## config.mk

```make
export PLATFORM = sky130hd
export DESIGN_NAME = spi_cmd_frame_decoder
export DESIGN_NICKNAME = d
export VERILOG_FILES = /design/src/rtl/spi_cmd_pkg.sv /design/src/rtl/crc16_ccitt_word.sv /design/src/rtl/spi_cmd_frame_decoder.sv
export SDC_FILE = /design/constraint.sdc
export NUM_CORES = 1
export LEC_CHECK = 0
export BUFFER_PORTS_ARGS = -buffer_cell sky130_fd_sc_hd__clkbuf_2
export CORE_MARGIN = 2
export CORE_UTILIZATION = 45
export CTS_CLUSTER_SIZE = 12
export DETAILED_ROUTE_END_ITERATION = 12
export GPL_ROUTABILITY_DRIVEN = 0
export HOLD_SLACK_MARGIN = 0.06
export PLACE_DENSITY = 0.67
export SYNTH_ARGS = -nofsm -noshare
export SYNTH_HDL_FRONTEND = slang
export SYNTH_SLANG_ARGS = --single-unit
```

## constraint.sdc

```tcl
create_clock -name i_sys_clk -period 2.8 [get_ports i_sys_clk]
set_input_delay 0.7 -clock i_sys_clk [delete_from_list [all_inputs] [get_ports i_sys_clk]]
set_output_delay 0.7 -clock i_sys_clk [all_outputs]
set_load 0.1 [all_outputs]
```

## src/rtl/spi_cmd_pkg.sv

```systemverilog
// Shared definitions for the SPI command frame decoder: FSM state encoding,
// error codes, header layout and CRC-16/CCITT constants.
package spi_cmd_pkg;

  // FSM state encoding
  localparam logic [3:0] ST_IDLE      = 4'd0;
  localparam logic [3:0] ST_WR_DATA   = 4'd1;
  localparam logic [3:0] ST_WR_CRC    = 4'd2;
  localparam logic [3:0] ST_WR_COMMIT = 4'd3;
  localparam logic [3:0] ST_RD_REQ    = 4'd4;
  localparam logic [3:0] ST_RD_WAIT   = 4'd5;
  localparam logic [3:0] ST_RD_SHIFT  = 4'd6;
  localparam logic [3:0] ST_DONE      = 4'd7;
  localparam logic [3:0] ST_DRAIN     = 4'd8;

  // Error codes reported on o_err_code
  localparam logic [2:0] ERR_OK         = 3'd0;
  localparam logic [2:0] ERR_LEN        = 3'd1;
  localparam logic [2:0] ERR_RD_TIMEOUT = 3'd2;
  localparam logic [2:0] ERR_CS_ABORT   = 3'd3;
  localparam logic [2:0] ERR_CRC        = 3'd4;
  localparam logic [2:0] ERR_OVERRUN    = 3'd5;

  // CRC-16/CCITT
  localparam logic [15:0] CRC_POLY = 16'h1021;
  localparam logic [15:0] CRC_INIT = 16'hFFFF;

  // Header word: [15] read/not-write, [14:8] start address, [7:0] word count
  typedef struct packed {
    logic       rd;
    logic [6:0] addr;
    logic [7:0] len;
  } hdr_t;

endpackage

```

## src/rtl/crc16_ccitt_word.sv

```systemverilog
// Combinational CRC-16/CCITT update consuming one 16-bit word, MSB first.
// Only instantiated when SPI_CMD_CRC_EN is defined.
module crc16_ccitt_word
  import spi_cmd_pkg::*;
(
  input  logic [15:0] i_crc,
  input  logic [15:0] i_data,
  output logic [15:0] o_crc
);

  logic [15:0] w_crc;

  // Sixteen serial shift/xor steps unrolled into one combinational stage
  always_comb begin
    w_crc = i_crc;
    for (int i = 15; i >= 0; i--) begin
      if (w_crc[15] ^ i_data[i]) begin
        w_crc = {w_crc[14:0], 1'b0} ^ CRC_POLY;
      end else begin
        w_crc = {w_crc[14:0], 1'b0};
      end
    end
  end

  assign o_crc = w_crc;

endmodule

```

## src/rtl/spi_cmd_frame_decoder.sv

```systemverilog
// SPI command frame decoder: parses 16-bit words from the SPI slave core into
// register-bank read/write bursts with auto-incrementing address, and feeds
// read data back to the core for shifting out on MISO.
// Optional feature macro: SPI_CMD_CRC_EN (CRC-protected, staged write frames
// and a trailing CRC word on read frames).
module spi_cmd_frame_decoder
  import spi_cmd_pkg::*;
#(
  parameter int unsigned DATA_WIDTH = 16,
  parameter int unsigned ADDR_WIDTH = 7,
  parameter int unsigned MAX_BURST  = 8,
  parameter int unsigned RD_TIMEOUT = 64
) (
  input  logic                  i_sys_clk,
  input  logic                  i_sys_rst,
  input  logic [DATA_WIDTH-1:0] i_rx_data,
  input  logic                  i_rx_valid,
  input  logic                  i_spi_active,
  output logic [DATA_WIDTH-1:0] o_tx_data,
  output logic                  o_tx_load,
  output logic [ADDR_WIDTH-1:0] o_reg_addr,
  output logic [DATA_WIDTH-1:0] o_reg_wdata,
  output logic                  o_reg_wr_en,
  output logic                  o_reg_rd_en,
  input  logic [DATA_WIDTH-1:0] i_reg_rdata,
  input  logic                  i_reg_rd_valid,
  output logic                  o_frame_done,
  output logic                  o_frame_err,
  output logic [2:0]            o_err_code
);

  localparam int unsigned   CW              = $clog2(MAX_BURST + 1);
  localparam int unsigned   TW              = $clog2(RD_TIMEOUT + 1);
  localparam logic [7:0]    LP_MAX_LEN      = 8'(MAX_BURST);
  localparam logic [TW-1:0] LP_TIMEOUT_LAST = TW'(RD_TIMEOUT - 1);

  logic [3:0]            r_state;
  logic [ADDR_WIDTH-1:0] r_addr_ptr;
  logic [CW-1:0]         r_len;
  logic [CW-1:0]         r_count;
  logic [TW-1:0]         r_timer;
  logic [DATA_WIDTH-1:0] r_tx_data;
  logic                  r_tx_load;
  logic [ADDR_WIDTH-1:0] r_reg_addr;
  logic [DATA_WIDTH-1:0] r_reg_wdata;
  logic                  r_reg_wr_en;
  logic                  r_reg_rd_en;
  logic                  r_frame_done;
  logic                  r_frame_err;
  logic [2:0]            r_err_code;

  hdr_t                  w_hdr;
  logic                  w_len_ok;
  logic [CW-1:0]         w_count_inc;

  assign w_hdr       = hdr_t'(i_rx_data);
  assign w_len_ok    = (w_hdr.len != 8'd0) && (w_hdr.len <= LP_MAX_LEN);
  assign w_count_inc = r_count + 1'b1;

`ifdef SPI_CMD_CRC_EN
  localparam int unsigned IW = (MAX_BURST > 1) ? $clog2(MAX_BURST) : 1;

  logic [DATA_WIDTH-1:0] r_buf [MAX_BURST];
  logic [15:0]           r_crc;
  logic                  r_is_rd;
  logic [15:0]           w_crc_seed;
  logic [15:0]           w_crc_word;
  logic [15:0]           w_crc_next;

  // Header starts a fresh CRC; read frames accumulate returned register data
  assign w_crc_seed = (r_state == ST_IDLE) ? CRC_INIT : r_crc;
  assign w_crc_word = (r_state == ST_RD_WAIT) ? i_reg_rdata : i_rx_data;

  crc16_ccitt_word u_crc (
    .i_crc  (w_crc_seed),
    .i_data (w_crc_word),
    .o_crc  (w_crc_next)
  );

  // Stage write data until the trailing CRC has been checked
  always_ff @(posedge i_sys_clk) begin
    if (!i_sys_rst && (r_state == ST_WR_DATA) && i_rx_valid) begin
      r_buf[r_count[IW-1:0]] <= i_rx_data;
    end
  end
`endif

  // Frame FSM with registered strobes; every strobe defaults low each cycle
  always_ff @(posedge i_sys_clk) begin
    if (i_sys_rst) begin
      r_state      <= ST_IDLE;
      r_addr_ptr   <= '0;
      r_len        <= '0;
      r_count      <= '0;
      r_timer      <= '0;
      r_tx_data    <= '0;
      r_tx_load    <= 1'b0;
      r_reg_addr   <= '0;
      r_reg_wdata  <= '0;
      r_reg_wr_en  <= 1'b0;
      r_reg_rd_en  <= 1'b0;
      r_frame_done <= 1'b0;
      r_frame_err  <= 1'b0;
      r_err_code   <= ERR_OK;
`ifdef SPI_CMD_CRC_EN
      r_crc        <= CRC_INIT;
      r_is_rd      <= 1'b0;
`endif
    end else begin
      r_tx_load    <= 1'b0;
      r_reg_wr_en  <= 1'b0;
      r_reg_rd_en  <= 1'b0;
      r_frame_done <= 1'b0;
      r_frame_err  <= 1'b0;

      case (r_state)
        ST_IDLE: begin
          if (i_rx_valid) begin
            r_addr_ptr <= w_hdr.addr;
            r_len      <= w_hdr.len[CW-1:0];
            r_count    <= '0;
`ifdef SPI_CMD_CRC_EN
            r_is_rd    <= w_hdr.rd;
            r_crc      <= w_hdr.rd ? CRC_INIT : w_crc_next;
`endif
            if (!w_len_ok) begin
              r_err_code  <= ERR_LEN;
              r_frame_err <= 1'b1;
              r_state     <= ST_DRAIN;
            end else begin
              r_err_code <= ERR_OK;
              r_state    <= w_hdr.rd ? ST_RD_REQ : ST_WR_DATA;
            end
          end
        end

        ST_WR_DATA: begin
          if (i_rx_valid) begin
            // A word arriving together with CS release is still accepted
`ifdef SPI_CMD_CRC_EN
            r_crc       <= w_crc_next;
`else
            r_reg_wr_en <= 1'b1;
            r_reg_addr  <= r_addr_ptr;
            r_reg_wdata <= i_rx_data;
            r_addr_ptr  <= r_addr_ptr + 1'b1;
`endif
            r_count <= w_count_inc;
            if (w_count_inc == r_len) begin
`ifdef SPI_CMD_CRC_EN
              r_state <= ST_WR_CRC;
`else
              r_state <= ST_DONE;
`endif
            end else if (!i_spi_active) begin
              r_err_code  <= ERR_CS_ABORT;
              r_frame_err <= 1'b1;
              r_state     <= ST_IDLE;
            end
          end else if (!i_spi_active) begin
            r_err_code  <= ERR_CS_ABORT;
            r_frame_err <= 1'b1;
            r_state     <= ST_IDLE;
          end
        end

`ifdef SPI_CMD_CRC_EN
        ST_WR_CRC: begin
          if (i_rx_valid) begin
            if (i_rx_data == r_crc) begin
              r_count <= '0;
              r_state <= ST_WR_COMMIT;
            end else begin
              r_err_code  <= ERR_CRC;
              r_frame_err <= 1'b1;
              r_state     <= ST_DRAIN;
            end
          end else if (!i_spi_active) begin
            r_err_code  <= ERR_CS_ABORT;
            r_frame_err <= 1'b1;
            r_state     <= ST_IDLE;
          end
        end

        // CRC already validated: the burst commits atomically, CS is ignored
        ST_WR_COMMIT: begin
          r_reg_wr_en <= 1'b1;
          r_reg_addr  <= r_addr_ptr;
          r_reg_wdata <= r_buf[r_count[IW-1:0]];
          r_addr_ptr  <= r_addr_ptr + 1'b1;
          r_count     <= w_count_inc;
          if (w_count_inc == r_len) begin
            r_state <= ST_DONE;
          end
        end
`endif

        ST_RD_REQ: begin
          if (!i_spi_active) begin
            r_err_code  <= ERR_CS_ABORT;
            r_frame_err <= 1'b1;
            r_state     <= ST_IDLE;
          end else begin
            r_reg_rd_en <= 1'b1;
            r_reg_addr  <= r_addr_ptr;
            r_timer     <= '0;
            r_state     <= ST_RD_WAIT;
          end
        end

        ST_RD_WAIT: begin
          if (i_rx_valid) begin
            // Master clocked a word before read data was ready to send
            r_err_code  <= ERR_OVERRUN;
            r_frame_err <= 1'b1;
            r_state     <= ST_DRAIN;
          end else if (!i_spi_active) begin
            r_err_code  <= ERR_CS_ABORT;
            r_frame_err <= 1'b1;
            r_state     <= ST_IDLE;
          end else if (i_reg_rd_valid) begin
            r_tx_data <= i_reg_rdata;
            r_tx_load <= 1'b1;
`ifdef SPI_CMD_CRC_EN
            r_crc     <= w_crc_next;
`endif
            r_state   <= ST_RD_SHIFT;
          end else if (r_timer == LP_TIMEOUT_LAST) begin
            r_err_code  <= ERR_RD_TIMEOUT;
            r_frame_err <= 1'b1;
            r_state     <= ST_DRAIN;
          end else begin
            r_timer <= r_timer + 1'b1;
          end
        end

        ST_RD_SHIFT: begin
          if (i_rx_valid) begin
            // Dummy MOSI word; its transfer carried the previously loaded data
            r_count <= w_count_inc;
            if (w_count_inc == r_len) begin
              r_state <= ST_DONE;
            end else if (!i_spi_active) begin
              r_err_code  <= ERR_CS_ABORT;
              r_frame_err <= 1'b1;
              r_state     <= ST_IDLE;
            end else begin
              r_addr_ptr <= r_addr_ptr + 1'b1;
              r_state    <= ST_RD_REQ;
            end
          end else if (!i_spi_active) begin
            r_err_code  <= ERR_CS_ABORT;
            r_frame_err <= 1'b1;
            r_state     <= ST_IDLE;
          end
        end

        ST_DONE: begin
          r_frame_done <= 1'b1;
`ifdef SPI_CMD_CRC_EN
          if (r_is_rd) begin
            r_tx_data <= r_crc;
            r_tx_load <= 1'b1;
          end else begin
            r_tx_data <= '0;
          end
`else
          r_tx_data <= '0;
`endif
          r_state <= ST_DRAIN;
        end

        ST_DRAIN: begin
          if (!i_spi_active) begin
            r_state <= ST_IDLE;
          end
        end

        default: r_state <= ST_IDLE;
      endcase
    end
  end

  assign o_tx_data    = r_tx_data;
  assign o_tx_load    = r_tx_load;
  assign o_reg_addr   = r_reg_addr;
  assign o_reg_wdata  = r_reg_wdata;
  assign o_reg_wr_en  = r_reg_wr_en;
  assign o_reg_rd_en  = r_reg_rd_en;
  assign o_frame_done = r_frame_done;
  assign o_frame_err  = r_frame_err;
  assign o_err_code   = r_err_code;

endmodule

```

Word level (Yosys, flattened, before mapping)
Cells that the tools add are included.

word-level totals
  RAM bits = 0
  latch bits = 0
  bits in registers = 73
  output and inout bits = 47
  ROM bits = 0
  memories = 0

operators by class
  add/subtract/negate cells = 3
  eq/ne operators = 24
  shift operators = 0
  div/mod/pow operators = 0
  $mul = 0
  bitwise operators = 4
  reduce and logical (&&, ||, !) cells = 22
  magnitude comparators = 1
  muxes and demuxes = 61

operator list
  kind                                                                              count
  7-bit 2-to-1 mux                                                                  12
  16-bit 2-to-1 mux                                                                 3
  4-bit 2-to-1 mux                                                                  12
  3-bit 2-to-1 mux                                                                  12
  16-bit one-hot mux with 2 select lines                                            1
  4-bit one-hot mux with 7 select lines                                             1
  7-bit one-hot mux with 2 select lines                                             2
  2-bit inequality test, second input constant                                      11
  7-bit one-hot mux with 3 select lines                                             1
  4-bit by 3-bit == test with 1-bit output, second input constant                   4
  7-bit by 1-bit adder with 7-bit output, second input constant                     2
  1-bit 2-to-1 mux                                                                  14
  3-bit one-hot mux with 4 select lines                                             1
  6-bit AND reduction                                                               2
  8-bit by 4-bit less-or-equal comparator with 1-bit output, second input constant  1
  4-bit inequality test, second input constant                                      2
  4-bit one-hot mux with 2 select lines                                             1
  2-bit nonzero test                                                                4
  8-bit nonzero test                                                                1
  7-bit by 6-bit == test with 1-bit output, second input constant                   1
  2-bit AND reduction                                                               3
  3-bit AND reduction                                                               2
  2-bit OR reduction                                                                3
  5-bit inequality test, second input constant                                      1
  15 further kinds                                                                  18

Depth between registers and ports, before layout
  word-level depth = 6
  gate-level depth with buffers = 8
  gate-level depth less buffers = 6

Worst setup path before layout
OpenSTA, ideal clock, no wires.

  path type = input port to flip-flop
  start point = input port i_spi_active
  end point = register r_tx_data[1], in the netlist o_tx_data[1]
  setup slack = 0.574 ns
  arrival time = 2.155 ns
  setup time = 0.071 ns
  stages on the path = 8
  path buffers = 3
  cells stage by stage = clkbuf_1 -> nor2b_1 -> a21o_1 -> and3_1 -> clkbuf_1 -> clkbuf_1 -> nand3_1 -> a21oi_1

between the ends
  longest elaborated chain between the ends = 2

ends and longest elaborated chain
  element                                 line                          RTL
  start, declared                         spi_cmd_frame_decoder.sv:18   input logic i_spi_active,
  2-bit inequality test (no source line)  -
  4-bit AND reduction (no source line)    -
  end signal, assigned                    spi_cmd_frame_decoder.sv:222  r_tx_data <= i_reg_rdata;
  end, declared                           spi_cmd_frame_decoder.sv:42   logic [DATA_WIDTH-1:0] r_tx_data;

Every way passes these cells.
A chain may end at the register's enable or synchronous reset.

Worst setup path in the final report
  start point = register r_state[0]
  end point = register r_err_code[1], in the netlist o_err_code[1]

between the ends
  longest elaborated chain between the ends = 4
  elaborated cells on any way between the ends = 13

ends and longest elaborated chain
  element                                                                                                      line                          RTL
  start, declared                                                                                              spi_cmd_frame_decoder.sv:37   logic [3:0] r_state;
  start signal, assigned                                                                                       spi_cmd_frame_decoder.sv:132  r_state <= w_hdr.rd ? ST_RD_REQ : ST_WR_DATA;
  4-bit by 3-bit == test with 1-bit output / 4-bit by 1-bit == test with 1-bit output (equally long branches)  spi_cmd_frame_decoder.sv:116  case (r_state)
  2-bit OR reduction (no source line)                                                                          -
  3-bit inequality test (no source line) / 4-bit nonzero test (equally long branches)                          -
  5-bit AND reduction (no source line)                                                                         -
  end signal, assigned                                                                                         spi_cmd_frame_decoder.sv:104  r_err_code <= ERR_OK;
  end signal, assigned                                                                                         spi_cmd_frame_decoder.sv:127  r_err_code <= ERR_LEN;
  end signal, assigned                                                                                         spi_cmd_frame_decoder.sv:131  r_err_code <= ERR_OK;
  end, declared                                                                                                spi_cmd_frame_decoder.sv:50   logic [2:0] r_err_code;

Several ways; a longest one is shown, not always the timed one.

==> summary.txt <==
Clocking
  • Clock tree from TritonCTS: done
  • Clk slew on worst S/H paths: 0.09 ns
  • Post-CTS setup buffers: 0
  • CTS buffer count: 9
  • CTS Buffer Depth: 2
  • H-tree levels: 3
  • Number of instances resized during post-cts repair: 0
  • Clk sink count: 73
  • Hold-fix buffers, CTS: 0
  • Clock Latency Late Sink: 0.35 ns
  • Root Driver: clkbuf_8

Timing
  • Fin. max-slew vios: 0
  • Final setup margin: 0.4056 ns
  • Final Hold Fails: 0
  • F_max: 417.6 MHz
  • Final Cycle Share: 85.51%
  • RSZ-0062 raised after global routing: false
  • Final setup fails: 0
  • Crit path time final: 2.394 ns
  • Layout Skew: 0.01718 ns
  • Fin Setup TNS: 0 ns
  • Slew margin rel.: 41.89%
  • Hold_ws: 0.4548 ns
  • Worst-margin pin slew: 0.8625 ns

Power
  • Sw frac: 23.29%
  • Sequential share of power: 47.5%
  • Switching power: 525.7 uW
  • Clock network power share: 45.1%
  • Comb pwr share: 7.4%
  • Worst VDD drop: 307.4 uV
  • Power per standard cell area: 548.4 nW/um^2
  • Internal power: 1.732 mW
  • Leak Pwr: 1.634 nW

Global route
  • First-pass GRT wire length: 14190 microns
  • Largest net degree at the start of global routing: 40
  • Initial antenna violation count: 0
  • GR Util All Layers: 20.65%
  • Number of global-route vias before repair: 3083
  • Grt ovf: 0

Setup path
  • Worst R2R Path Depth: 5
  • Critical Path Sink Type: flop
  • Worst-path cell chain: and3b_1 > o21ai_0 > nor3_4 > or2_1 > a221oi_1
  • RR Startpoint: r_state[0]
  • Slowest CP cell: o21ai_0
  • Flop-to-flop setup slack: 0.41 ns
  • CP peak stage delay: 0.70 ns
  • CP Class: flop to flop
  • CP Max Fanout: 18
  • Crit path required time: 3.04 ns
  • Crit path launch type: flop
  • Critical Path AT: 2.64 ns
  • RR Endpoint: o_err_code[1]

Worst hold path
  • Type of the tightest min-delay check: flop to flop
  • Hold path cells: 2
  • Startpoint of the worst hold path: o_tx_data[10]
  • Worst min-delay path endpoint: o_tx_data[10]

Synthesis
  • Count leader, synth: dfxtp_1
  • Top cells by count, synth: dfxtp_1, nand2_1, a21oi_1
  • Post-Syn Instances: 424
  • Post-synthesis cell type count: 57
  • YS warnings: 0
  • Syn nets: 464
  • Area leader, netlist: dfxtp_1
  • Post-synth top area share: 42.47%
  • Register area share after synthesis: 42.47%
  • Async SR Flop Fraction: 0%
  • Top FF cell, synth: dfxtp_1
  • #FFs+latches synth: 73
  • EDFF count, synth: 0
  • Synth top area cells: dfxtp_1, a21oi_1, nand2_1
  • Syn avg cell area: 8.115 sq um
  • Mapped Area: 3441 sq um

Finish
  • ANT cells: 0
  • Layout area overhead: 19.64%
  • Design area: 4116 sq um
  • Final design utilization: 56.15%
  • Share of layout cells above drive strength 1: 23.40%
  • Layout net count: 535
  • Fill count: 709

Route
  • DRT Pass-1 Iters: 4
  • Wire per inst: 14.02 microns
  • Vias per cell: 5.508
  • Metal3 WL: 463 microns
  • Top routing layer used: met4
  • DRC Markers: 0
  • Initial drt markers: 224
  • Vias post-DR: 3299
  • Drt total wl: 8400 microns
  • ANT nets after route: 0
  • M1 wire length: 3906 microns
  • DR WL met2: 3942 microns

Floorplanning
  • Die H: 91.44 microns
  • Core ar.: 7331 sq um
  • Row count: 31
  • Initial core utilization: 46.94%
  • Die width: 91.44 microns
  • I/O pin cnt: 84
  • Die area: 8361 sq um

Place
  • PortBufs: 83
  • Worst slack, placed: 0.3770 ns
  • Post-DP Area: 3866 sq um
  • HPWL Detailed: 5841 microns

Flow run
  • Max-cap violations: 0

Outcome
  • Run status: finished clean
through the flow:
stage          total power, mW  std cells
6_report                 2.257        599
5_1_grt                  2.348        599
4_1_cts                  2.283        599
3_5_place_dp             1.261        583
3_3_place_gp             1.260        583
2_1_floorplan            1.207        424
worst max-delay path by stage:
stage / startpoint / endpoint / slack [ns] / cells after the start
after floorplan: i_spi_active / o_tx_data[1] / 0.57 / 8
after global placement: i_reg_rd_valid / o_err_code[0] / 0.42 / 5
after detailed placement: i_reg_rd_valid / o_err_code[1] / 0.38 / 5
after CTS: r_state[0] / o_err_code[1] / 0.40 / 5
after global routing: r_state[2] / r_addr_ptr[5] / 0.16 / 5
final: r_state[0] / o_err_code[1] / 0.41 / 5
cell type report:
cell class,instances,area [sq um],area share [%]
Multi-Input combinational cell,314,1784,43.34
Sequential cell,73,1461,35.50
Timing Repair Buffer,90,467.9,11.37
Clock buffer,10,137.6,3.343
Tap cell,99,123.9,3.009
Clock inverter,6,112.6,2.736
Inverter,7,28.78,0.6991
power by group through the flow:
| stage | clock, mW | sequential [mW] | combinational (mW) |
|---|---|---|---|
| floorplan | 0 | 1.12 | 0.0916 |
| global placement | 0 | 1.10 | 0.164 |
| detailed placement | 0 | 1.10 | 0.165 |
| CTS | 1.04 | 1.07 | 0.166 |
| global route | 1.09 | 1.07 | 0.182 |
| finish | 1.02 | 1.07 | 0.166 |
cell usage in the layout, fill, tap and decap left out, drive strengths merged, types with 5 or more instances in the layout:
cell and n:
o311ai 5, mux2i 5, nand2 70, xnor2 6, nand3 30, a21oi 57
dfxtp 73, and3 5, buf 7, nor3 14, nor2 26, o31ai 7
clkbuf 93, inv 8, o21ai 20, nor2b 8, a211oi 6
metal layers:
metal	vias up	track usage [%]
met3	8	3.817
met1	1544	27.61
met2	92	32.17
met4	0	9.596
li1	1655	-
met5	-	0
critical path: cells and delay by family, from the launching register on:
kind | cells | cell delay (ns)
flops | 1 | 0.66
compound gates | 2 | 0.99
simple gates | 3 | 0.64
kinds of logic (layout without fill, tap and decap cells):
kind of cell | count (synthesis) | in the layout | synth area share [%]
and+or+nand+nor | 182 | 182 | 26.51
AOI/OAI and AO/OA | 114 | 114 | 19.75
DFF | 73 | 73 | 42.47
buffers and inverters | 37 | 113 | 5.673
xor gates and xnor gates | 9 | 9 | 2.727
muxes | 6 | 6 | 1.782
adders and majority gates | 3 | 3 | 1.091
state kept, by name (all words and copies together) (netlist names):
| register | flops |
|---|---|
| o_err_code | 3 |
| o_frame_done | 1 |
| o_frame_err | 1 |
| o_reg_addr | 7 |
| o_reg_rd_en | 1 |
| o_reg_wdata | 16 |
| o_reg_wr_en | 1 |
| o_tx_data | 16 |
| o_tx_load | 1 |
| r_addr_ptr | 7 |
| r_count | 4 |
| r_len | 4 |
| r_state | 4 |
| r_timer | 7 |
Note: power is estimated with default switching activity, not from simulation.
